$ cat src/rtl/pipeline_scoreboard.sv
// Register scoreboard for the ID stage: per-register bubble countdown for variable-latency
// producers, issue stall on RAW/WAW hazards, busy mask and a saturating stall counter.
module pipeline_scoreboard #(
  parameter int unsigned NREG       = 32,
  parameter int unsigned REG_ADDR_W = 5,
  parameter int unsigned LAT_W      = 3,
  parameter int unsigned CNT_W      = 16
) (
  input  logic                  clk_i,
  input  logic                  rst_i,
  input  logic                  issue_valid_i,
  input  logic [REG_ADDR_W-1:0] issue_rs_i,
  input  logic [REG_ADDR_W-1:0] issue_rt_i,
  input  logic                  issue_use_rs_i,
  input  logic                  issue_use_rt_i,
  input  logic                  issue_we_i,
  input  logic [REG_ADDR_W-1:0] issue_rd_i,
  input  logic [LAT_W-1:0]      issue_lat_i,
  input  logic                  issue_flush_i,
  output logic                  stall_o,
  output logic                  hazard_rs_o,
  output logic                  hazard_rt_o,
  output logic [NREG-1:0]       busy_mask_o,
  output logic [CNT_W-1:0]      stall_count_o
);

  logic [LAT_W-1:0] cnt_q [NREG];
  logic [LAT_W-1:0] cnt_d [NREG];
  logic [CNT_W-1:0] stall_count_q, stall_count_d;

  logic [REG_ADDR_W-1:0] rs_idx, rt_idx, rd_idx;
  logic                  waw, accept;

  // Out-of-range indices alias register 0, which is never busy.
  function automatic logic [REG_ADDR_W-1:0] eff_idx(input logic [REG_ADDR_W-1:0] idx);
    return (int'(idx) < int'(NREG)) ? idx : '0;
  endfunction

  assign rs_idx = eff_idx(issue_rs_i);
  assign rt_idx = eff_idx(issue_rt_i);
  assign rd_idx = eff_idx(issue_rd_i);

  always_comb begin
    hazard_rs_o = ~rst_i & issue_valid_i & issue_use_rs_i & (rs_idx != '0) &
                  (cnt_q[rs_idx] != '0);
    hazard_rt_o = ~rst_i & issue_valid_i & issue_use_rt_i & (rt_idx != '0) &
                  (cnt_q[rt_idx] != '0);
    // A younger write with shorter latency must not complete before the older one.
    waw         = ~rst_i & issue_valid_i & issue_we_i & (rd_idx != '0) &
                  (cnt_q[rd_idx] > issue_lat_i);
    stall_o     = (hazard_rs_o | hazard_rt_o | waw) & ~issue_flush_i;
    accept      = issue_valid_i & ~stall_o & ~issue_flush_i & issue_we_i &
                  (rd_idx != '0) & (issue_lat_i != '0);
  end

  always_comb begin
    for (int i = 0; i < int'(NREG); i++) begin
      cnt_d[i] = cnt_q[i];
      if (i == 0) begin
        cnt_d[i] = '0;
      end else if (accept && (rd_idx == REG_ADDR_W'(i))) begin
        cnt_d[i] = issue_lat_i;
      end else if (cnt_q[i] != '0) begin
        cnt_d[i] = cnt_q[i] - 1'b1;
      end
    end
  end

  always_comb begin
    stall_count_d = stall_count_q;
    if (stall_o && !(&stall_count_q)) begin
      stall_count_d = stall_count_q + 1'b1;
    end
  end

  always_ff @(posedge clk_i or posedge rst_i) begin
    if (rst_i) begin
      for (int i = 0; i < int'(NREG); i++) begin
        cnt_q[i] <= '0;
      end
      stall_count_q <= '0;
    end else begin
      for (int i = 0; i < int'(NREG); i++) begin
        cnt_q[i] <= cnt_d[i];
      end
      stall_count_q <= stall_count_d;
    end
  end

  always_comb begin
    for (int i = 0; i < int'(NREG); i++) begin
      busy_mask_o[i] = (cnt_q[i] != '0);
    end
  end

  assign stall_count_o = stall_count_q;

endmodule

$ cat config.mk
export PLATFORM = sky130hd
export DESIGN_NAME = pipeline_scoreboard
export DESIGN_NICKNAME = d
export VERILOG_FILES = /design/src/rtl/pipeline_scoreboard.sv
export SDC_FILE = /design/constraint.sdc
export NUM_CORES = 1
export LEC_CHECK = 0
export ABC_AREA = 1
export CAP_MARGIN = 15
export CORE_MARGIN = 1.5
export CORE_UTILIZATION = 42
export DETAILED_ROUTE_END_ITERATION = 10
export MAX_ROUTING_LAYER = met4
export SETUP_SLACK_MARGIN = 0.3
export SKIP_CTS_REPAIR_TIMING = 1
export SLEW_MARGIN = 20
export SYNTH_ARGS = -nofsm -noshare
export SYNTH_HDL_FRONTEND = slang
export SYNTH_SLANG_ARGS = --single-unit
$ cat constraint.sdc
create_clock -name clk_i -period 8.9 [get_ports clk_i]
set_input_delay 2.67 -clock clk_i [delete_from_list [all_inputs] [get_ports clk_i]]
set_output_delay 2.67 -clock clk_i [all_outputs]
set_load 0.02 [all_outputs]
# After elaboration in Yosys (flattened, before gate mapping)
# Cells that the tools add are included.
# word_totals
regBits,109
input_bits,25
out_inout_bits,51
elab_cells,296
# op_classes
n_addsub,32
magnitude_cmp,4
n_eq_ne,31
n_mux,71
bitwise,24
reduce_logical,102
# ops
cell,count
$mux W3,68
$reduce_bool A3 Y1,34
$sub A3 B1 Y3 const B,31
$eq A5 B5 Y1 const B,16
$reduce_bool A2 Y1,31
$bmux W3 S5,3
$eq A5 B4 Y1 const B,8
$logic_and A1 B1 Y1,32
$eq A5 B3 Y1 const B,4
$ge A6 B6 Y1 const B,3
$not A5 Y6,3
$add A16 B1 Y16 const B,1
$and A1 B1 Y1,16
$reduce_and A16 Y1,1
$reduce_bool A5 Y1,3
$eq A5 B2 Y1 const B,2
$eq A5 B1 Y1 const B,1
$gt A3 B3 Y1,1
$not A1 Y1,3
$or A1 B1 Y1,2
$logic_not A1 Y1,1

# Longest topological paths before layout
# Gate-level depths: netlist of the first run.
# logic_depth
ltp_word,17
mapped_depth,21
depth_no_buf,19

# Worst setup path after synthesis of the first run
# No wires, ideal clock.
# synth_path
path_kind,input to output
start,input issue_rd_i[0]
end,output stall_o
t_arrival_ps,4596
required_time_ps,6230
setup_slack_ps,1634
cell_stages,14
n_path_buf,1
path_cell_list,inv_1 > nor2_1 > inv_1 > clkbuf_1 > o22ai_1 > a221oi_1 > a41oi_1 > ha_1 > nand2_1 > o21ai_0 > nand3_1 > nand3_4 > nand2_8 > inv_6
# synth_via
elab_chain_len,8
word_cells_on_any_way,10
classes_between,order compare: 1; mux: 3; bitwise: 5; reduce/logical: 1
# synth_rtl
element,line,rtl
from (decl),17,"input logic [REG_ADDR_W-1:0] issue_rd_i,"
$not A5 Y6 (not written as such),50,(cnt_q[rd_idx] > issue_lat_i);
$bmux W3 S5,50,
$mux W3 (not written as such) (2 in series),50,
$gt A3 B3 Y1,50,
$and A1 B1 Y1 (*),49,waw = ~rst_i & issue_valid_i & issue_we_i & (rd_idx != '0) &
$or A1 B1 Y1 (*),51,stall_o = (hazard_rs_o | hazard_rt_o | waw) & ~issue_flush_i;
$and A1 B1 Y1 (*),51,
to (decl),20,"output logic stall_o,"
# Mark *: on every way between the ends. The rest lies on a longest branch, timed or not. The select of a mux whose other input is x is not followed.

# Final worst setup path of the first run
# layout_path
start,input issue_rd_i[1]
end,output stall_o
# The elaborated chain is that of the path after synthesis.

==> impl_metrics.yaml, run 1 <==
detailed_routing:
  drt_iter0_markers: 587
  dr_total_vias: 8961
  via_per_inst: 5.29
  routed_wl_um: 30700
  antenna_left: 0
  first_pass_iters: 8
  drc_errors: 5
  wl_per_cell_um: 18.1
worst_setup_path:
  timing.critical_path.buf_inv: 5
  cp_slowest_stage_delay_ps: 600
  critPathSlowestCell: "clkdlybuf4s50_1"
  arrival_ps: 5560
  cp_max_fo: 6
  cpMostUsedCell: "nand2_1"
  worstSetupEndpointType: "output port"
  cp-startpoint: "issue_rd_i[1]"
  cp.required_ps: 6230
  critPathKind: "primary input to output port"
  cp_cell_sequence: "clkdlybuf4s50_1 -> nor2_1 -> inv_2 -> buf_2 -> o22ai_1 -> o21ai_0 -> nand4_1 -> nand2_1 -> nand2_1 -> ha_1 -> nand2_1 -> o21ai_0 -> nand3_1 -> nand3_4 -> nand2_8 -> inv_6 -> dlymetal6s2s_1"
  path_delay_family: "buffers and inverters"
  worstSetupStartpointType: "primary input"
  r2r_start: "cnt_q[2]"
synthesis:
  ys_types: 46
  ys_seq_area_frac: 0.288
  synthArstFlopShare: 1.00
  synthTopCellsByArea: "dfrtp_1 (29%), nand2_1 (14%), ha_1 (8.7%)"
  syn_area_per_cell_sq_um: 7.06
  synth_compound_area_frac: 0.126
  syn-cell-area_sq_um: 9470
  synthCells: 1341
  ys_warn_count: 0
  yosys.area_share.adder: 0.0872
  synth-edff-count: 0
  synth.largest_area_cell: "dfrtp_1"
  synth_top_family_by_area: "simple AND/OR/NAND/NOR gates"
  yosys.area_share.xor_xnor: 0.0712
  ys_seq_elements: 109
  synth_nets: 1432
  yosys.area_share.simple: 0.298
  synth.area.mux_share: 0.00317
  synth.most_common_cell: "nand2_1"
  synthTopCellsByCount: "nand2_1 (341), inv_1 (214), dfrtp_1 (109), o21ai_0 (95), nor2_1 (86)"
  synth.top_cell.area_share: 0.288
  synth_top_flop_cell: "dfrtp_1"
power:
  power_density_nw_per_um2: 328
  finalPower_mw: 3.52
  ir_worst_vdd_mv: 0.148
  p_leak_nw: 5.42
clock_network:
  numCtsBuffers: 9
  cts_tree: "yes"
  cts_max_path_buffers: 2
  clkTransAtPathRegs_ps: 80
  root_buffer: "clkbuf_16"
  cts_max_level: 3
  clock_latency_ps: 380
  clock_sinks: 109
sta:
  drv_slew: 0
  finClkSkew_ps: 18.7
  timing.final.crit_share: 0.925
  setup_viol_count_final: 0
  finalHoldViolCount: 0
  finalWorstSetupSlack_ps: 668
  fin_tns_setup_ps: 0
  min_period_ps: 8230
  tightest_slew_ps: 946
  grt_setup_unrepaired: "no"
  fmax_mhz: 121
  whs_ps: 550
  max-slew-margin-rel: 0.368
global_route:
  grt_pass1_wl_um: 48800
  grt_pass1_vias: 8548
  grt_antenna_before_repair: 1
  grt_max_degree: 64
  grt-ovfl-total: 0
  grt_usage: 0.277
die:
  ios: 76
  die_x_um: 153
  initial_core_util: 0.431
  rows: 54
  core_sq_um: 22000
  die-area_sq_um: 23500
  die_height_um: 153
placed_design:
  port_buffers: 74
  place_ws_ps: 252
  hpwl_um: 23500
  gp_congestion: 1.01
run_status:
  violations: "DRC"
  status: "complete, but fails checks"
hold_path:
  hp-start: "stall_count_o[0]"
  hold_class: "flip-flop to flip-flop"
finish:
  n_fill_cell: 2254
  drive_gt1_frac: 0.0737
  fin_nets: 1498
  fin_util: 0.489
  area_delta_synth_final_pct: 13.3
job:
  drv_cap: 0
[metrics by stage]
stage | cells | cell area (sq um)
after global placement | 1674 | 10400
after detailed placement | 1674 | 10400
after CTS | 1690 | 10700
after global routing | 1693 | 10700
after floorplan | 1341 | 9470
final | 1693 | 10700
[cell families (layout without fill, tap and decap cells)]
kind of cell / after synthesis / after routing
flops: 109 / 109
buf+inv: 269 / 340
fa+ha+maj: 66 / 66
simple gates: 603 / 603
xor+xnor: 77 / 77
mux: 3 / 3
other cells: 1 / 2
compound gates: 213 / 213
[layout make-up]
class,count,area [sq um],share of cell area
diodes,1,2.50,0.000233
clock buffers,9,225,0.0210
clock inverters,7,66.3,0.00618
inverters,221,852,0.0794
multi-input cells,963,5550,0.517
flip-flops and latches,109,2730,0.254
well taps,280,350,0.0326
repair buffers,103,958,0.0893
[worst register-to-register path, stage by stage, from the launching register on]
cell and delay [ps]:
dfrtp_1 400, inv_1 180, o22ai_1 130, o21ai_0 190
nand4_1 160, nor2_1 120, a41oi_1 60, ha_1 340
a21oi_1 160, o21ai_0 100, nand3_1 140, nand3_4 140
nand2_8 100, buf_4 590, nand3_1 320, o21ai_0 230
inv_1 50
[path summary, 6_finish.rpt]
path	slack, ps	to	depth (start not counted)
min in group asynchronous	2820	stall_count_o[11]	2
min	550	stall_count_o[0]	1
max	670	stall_o	17
max reg2reg	5390	cnt_q[57]	16
max in group asynchronous	4890	cnt_q[3]	3
min reg2reg	550	stall_count_o[0]	1
[sequential cells by signal (all words and copies together) (netlist names)]
| register | cells |
|---|---|
| cnt_q | 93 |
| stall_count_o | 16 |
[routing by layer]
metal	global-route usage	wire length, um	part of all wire	up-vias
li1	-	-	-	4456
met1	0.363	14400	0.47	4194
met2	0.440	14100	0.46	264
met3	0.0422	1500	0.049	47
met4	0.0850	765	0.025	0
met5	-	0	0	-
[cells in the final DEF, fill, tap and decap left out, types with 2 or more instances in the layout]
master | netlist | routed
mux2i_1 | 3 | 3
xnor2_1 | 23 | 23
inv_6 | 2 | 5
nor2_1 | 86 | 85
o22ai_1 | 43 | 43
nand3_4 | 11 | 11
nor2_2 | 1 | 2
a221oi_1 | 2 | 2
ha_1 | 66 | 66
o211ai_1 | 4 | 4
nand2_8 | 2 | 2
o2111ai_1 | 2 | 2
inv_1 | 214 | 210
nor3_1 | 8 | 8
nor2_4 | 2 | 2
inv_8 | 1 | 2
o21ai_1 | 35 | 36
buf_4 | 4 | 28
nand2_2 | 5 | 6
clkdlybuf4s50_1 | 0 | 73
dfrtp_1 | 109 | 109
a21oi_1 | 20 | 20
nand2_1 | 341 | 340
xor2_1 | 54 | 54
clkbuf_16 | 0 | 9
inv_4 | 1 | 2
inv_2 | 2 | 5
o21ai_0 | 95 | 94
nand4_1 | 45 | 45
nand3_1 | 82 | 82
nand3_2 | 18 | 18
o21ai_2 | 6 | 6
[power breakdown]
group / switching (mW) / total (mW) / internal, mW
Sequential: 0.169 / 0.922 / 0.753
Clock: 0.221 / 0.418 / 0.198
Combinational: 1.33 / 2.18 / 0.851
Total: 1.72 / 3.52 / 1.80
(Power assumes the default switching activity.)
==> run 2: changes to the inputs <==
- CELL_PAD_IN_SITES_DETAIL_PLACEMENT: unset -> 0
- CELL_PAD_IN_SITES_GLOBAL_PLACEMENT: unset -> 1
- CORE_MARGIN: 1.5 -> 10
- HOLD_SLACK_MARGIN: unset -> 0.06
- PLACE_DENSITY_LB_ADDON: unset -> 0.1
==> impl_metrics.yaml, run 2 (synthesized netlist as in run 1, its figures left out) <==
power:
  ir_worst_vdd_mv: 0.139
  swShare: 0.488
  finalPower_mw: 3.58
  p_int_mw: 1.83
  clkPwrFrac: 0.125
  p_seq_frac: 0.258
  p_comb_frac: 0.616
  p_switching_mw: 1.75
  power_density_nw_per_um2: 333
  p_leak_nw: 5.43
placed_design:
  port_buffers: 74
  dp_cells: 1671
  place_ws_ps: 306
  gp_congestion: 0.996
  hpwl_um: 24900
clock_network:
  cts_max_level: 3
  clock_sinks: 109
  root_buffer: "clkbuf_16"
  clkTransAtPathRegs_ps: 90
  cts_max_path_buffers: 2
  numCtsBuffers: 9
  cts_tree: "yes"
  clock_latency_ps: 370
hold_path:
  hold_class: "flip-flop to flip-flop"
  min_path_cells: 1
  hp-start: "stall_count_o[0]"
  whs_endpoint: "stall_count_o[0]"
job:
  drv_cap: 0
global_route:
  grt_antenna_before_repair: 0
  grt-ovfl-total: 0
  grt_usage: 0.233
  grt_pass1_wl_um: 50900
  grt_pass1_vias: 8624
  grt_max_degree: 65
finish:
  fin_util: 0.488
  antennaDiodeCount: 0
  regMostFlops: "cnt_q"
  largest_reg_flops: 93
  drive_gt1_frac: 0.0697
  area_delta_synth_final_pct: 13.4
  layout_common_cells: "nand2_1 (341), inv_1 (211), dfrtp_1 (109)"
  layout_commonest_cell: "nand2_1"
  instances_no_fill: 1687
  fin_nets: 1493
sta:
  fmax_mhz: 121
  tightest_slew_ps: 974
  max-slew-margin-rel: 0.349
  min_period_ps: 8230
  drv_slew: 0
  finalWorstSetupSlack_ps: 667
  setup_viol_count_final: 0
  fin_tns_setup_ps: 0
  grt_setup_unrepaired: "no"
  finalHoldViolCount: 0
  timing.final.crit_share: 0.925
  finClkSkew_ps: 15.0
worst_setup_path:
  worstSetupEndpointType: "output port"
  path_delay_family: "buffers and inverters"
  critPathKind: "primary input to output port"
  arrival_ps: 5560
  ff2ff_path_depth: 16
  worstSetupStartpointType: "primary input"
  cp_slowest_stage_delay_ps: 590
  r2r_start: "cnt_q[17]"
  cp.required_ps: 6230
  cp_cell_sequence: "clkdlybuf4s50_1 -> nor2_1 -> inv_1 -> buf_6 -> o22ai_1 -> o21ai_0 -> nand4_1 -> nor2_1 -> a41oi_1 -> ha_1 -> nand2_1 -> o21ai_0 -> nand3_1 -> nand3_4 -> nand2_8 -> inv_6 -> dlymetal6s2s_1"
  critPathSlowestCell: "clkdlybuf4s50_1"
  cp_max_fo: 22
  rrSetupSlack_ps: 5290
  timing.critical_path.buf_inv: 5
  r2r-end: "cnt_q[57]"
die:
  core_sq_um: 22000
  ios: 76
  die-area_sq_um: 29000
  rows: 54
  initial_core_util: 0.430
  die_x_um: 170
  die_height_um: 170
detailed_routing:
  wl_per_cell_um: 19.5
  first_pass_iters: 6
  via_per_inst: 5.33
  routed_wl_um: 32900
  antenna_left: 0
  drt_iter0_markers: 782
  dr_total_vias: 8990
  drc_errors: 0
run_status:
  status: "completed"
==> run 2: changes by cell type in the layout (fill, tap and decap cells not counted), sizes merged <==
cell      delta
buf          -5
clkinvlp     -1
diode        -1
bufinv       +1
==> run 2: routing by layer <==
layer,vias up,part of all wire,global-route usage,wire (um)
met5,-,0,-,0
met4,0,0.027,0.0706,900
li1,4436,-,-,-
met2,306,0.46,0.374,15300
met1,4193,0.45,0.303,14900
met3,55,0.057,0.0278,1870
==> run 2: area by class of cell <==
class | instances | area (sq um)
clock inverter | 7 | 91.3
timing repair buffer | 98 | 940
multi-input combinational | 963 | 5550
sequential | 109 | 2730
fill | 2281 | 11300
inverter | 221 | 852
tap | 280 | 350
clock buffer | 9 | 225
==> run 2: stage by stage <==
step / instance area (sq um) / hold slack, ps
2_1_floorplan: 9470 / 531
3_3_place_gp: 10400 / 519
3_5_place_dp: 10400 / 523
4_1_cts: 10700 / 542
5_1_grt: 10700 / 571
6_report: 10700 / 536
==> run 2: how the worst max path moves through the flow <==
stage                        startpoint       to  cells past startpoint
after detailed placement  issue_rd_i[0]  stall_o                     17
final                     issue_rd_i[1]  stall_o                     17
after floorplan           issue_rd_i[0]  stall_o                     14
after CTS                 issue_rd_i[2]  stall_o                     16
after global placement    issue_rd_i[1]  stall_o                     17
after global routing      issue_rd_i[1]  stall_o                     17
==> run 2: power by group through the flow <==
| stage | clock [mW] | combinational [mW] | sequential, mW |
|---|---|---|---|
| 5_1_grt | 0.480 | 2.53 | 0.957 |
| 4_1_cts | 0.459 | 2.21 | 0.926 |
| 3_5_place_dp | 0 | 2.20 | 0.933 |
| 6_report | 0.448 | 2.21 | 0.925 |
| 2_1_floorplan | 0 | 1.58 | 0.910 |
| 3_3_place_gp | 0 | 2.18 | 0.931 |
==> run 3: changes to the inputs <==
- DONT_BUFFER_PORTS: unset -> 1
==> impl_metrics.yaml, run 3 (synthesized netlist as in run 1, its figures left out) <==
detailed_routing:
  wl_per_cell_um: 20.2
  routed_wl_um: 32300
  antenna_left: 0
  via_per_inst: 5.40
  drc_errors: 0
  wl_met3_um: 2140
  met1_length_um: 14300
  wl_met2_um: 14700
  drt_iter0_markers: 703
  first_pass_iters: 7
  top_layer: "met4"
  dr_total_vias: 8607
finish:
  layout_commonest_cell: "nand2_1"
  seqCellArea_sq_um: 2730
  fin_area_sq_um: 9860
  largest_reg_flops: 93
  antennaDiodeCount: 0
  layout_common_cells: "nand2_1 (341), inv_1 (212), dfrtp_1 (109)"
  area_delta_synth_final_pct: 4.05
  multi_input_area_sq_um: 5550
  regMostFlops: "cnt_q"
  drive_gt1_frac: 0.0578
  fin_nets: 1400
  fin_util: 0.448
  n_fill_cell: 2316
power:
  ir_worst_vdd_mv: 0.145
  p_leak_nw: 5.03
  finalPower_mw: 3.40
  power_density_nw_per_um2: 345
global_route:
  grt_usage: 0.232
  grt_pass1_vias: 8276
  grt_pass1_wl_um: 50300
  grt-ovfl-total: 0
  grt_max_degree: 68
  grt_antenna_before_repair: 0
worst_setup_path:
  cp.required_ps: 6230
  worstSetupStartpointType: "primary input"
  arrival_ps: 5160
  critPathKind: "primary input to output port"
  rrSetupSlack_ps: 5330
  r2r-end: "cnt_q[57]"
  ff2ff_path_depth: 16
  r2r_start: "cnt_q[17]"
  cp_max_fo: 25
  worstSetupEndpointType: "output port"
hold_path:
  hold_class: "flip-flop to flip-flop"
  whs_endpoint: "cnt_q[84]"
  min_path_cells: 3
  hp-start: "cnt_q[84]"
sta:
  finalWorstSetupSlack_ps: 1070
  drv_slew: 0
  grt_setup_unrepaired: "no"
  timing.final.crit_share: 0.880
  fmax_mhz: 128
  tightest_slew_ps: 938
  max-slew-margin-rel: 0.374
  min_period_ps: 7830
  setup_viol_count_final: 0
  fin_tns_setup_ps: 0
  finClkSkew_ps: 12.2
  finalHoldViolCount: 0
placed_design:
  hpwl_um: 24200
  port_buffers: 0
  place_ws_ps: 1100
  gp_congestion: 0.956
  placed_cell_area_sq_um: 9520
clock_network:
  clock_latency_ps: 380
  cts_max_level: 3
  clock_sinks: 109
  clkTransAtPathRegs_ps: 80
  cts_max_path_buffers: 2
  numCtsBuffers: 9
  root_buffer: "clkbuf_16"
  cts_tree: "yes"
die:
  die_height_um: 170
  ios: 76
  rows: 54
  initial_core_util: 0.430
  core_sq_um: 22000
  die-area_sq_um: 29000
  die_x_um: 170
job:
  drv_cap: 0
run_status:
  status: "completed"
run 3: area by class of cell:
cell class,instances,area share
well taps,280,0.0355
flip-flops and latches,109,0.277
clock buffers,9,0.0228
multi-input cells,963,0.563
repair buffers,5,0.00381
inverters,221,0.0864
clock inverters,7,0.0118
run 3: per-stage QoR:
| step | instances | hold slack (ps) |
|---|---|---|
| global route | 1594 | 588 |
| detailed placement | 1578 | 557 |
| finish | 1594 | 569 |
| global placement | 1578 | 554 |
| CTS | 1594 | 571 |
| floorplan | 1341 | 531 |
run 3: layer usage:
layer  GRT usage  up-vias
met5           -        -
met4      0.0881        0
met3      0.0421       67
met2       0.359      300
met1       0.296     3987
li1            -     4253
run 3: how the worst max path moves through the flow:
stage	endpoint	slack, ps	start
2_1_floorplan	stall_o	1630	issue_rd_i[0]
3_3_place_gp	stall_o	1210	issue_rd_i[1]
3_5_place_dp	stall_o	1100	issue_rd_i[1]
4_1_cts	stall_o	1090	issue_rd_i[1]
5_1_grt	stall_o	830	issue_rd_i[0]
6_report	stall_o	1070	issue_rd_i[0]
run 3: critical path, cell delays in order:
cell,delay (ps)
inv_1,50
nor2_1,60
inv_1,630
o22ai_1,140
o21ai_0,240
nand4_1,160
nor2_1,140
a41oi_1,70
ha_1,330
nand2_1,60
o21ai_0,150
nand3_1,140
nand3_4,150
nand2_8,70
inv_6,100
run 3: report_power, final:
part	internal, mW	total [mW]	leakage, nW	switching [mW]
registers	0.753	0.951	1.32	0.198
clock network	0.255	0.478	0.167	0.223
logic	0.697	1.97	3.54	1.28
total	1.71	3.40	5.03	1.70
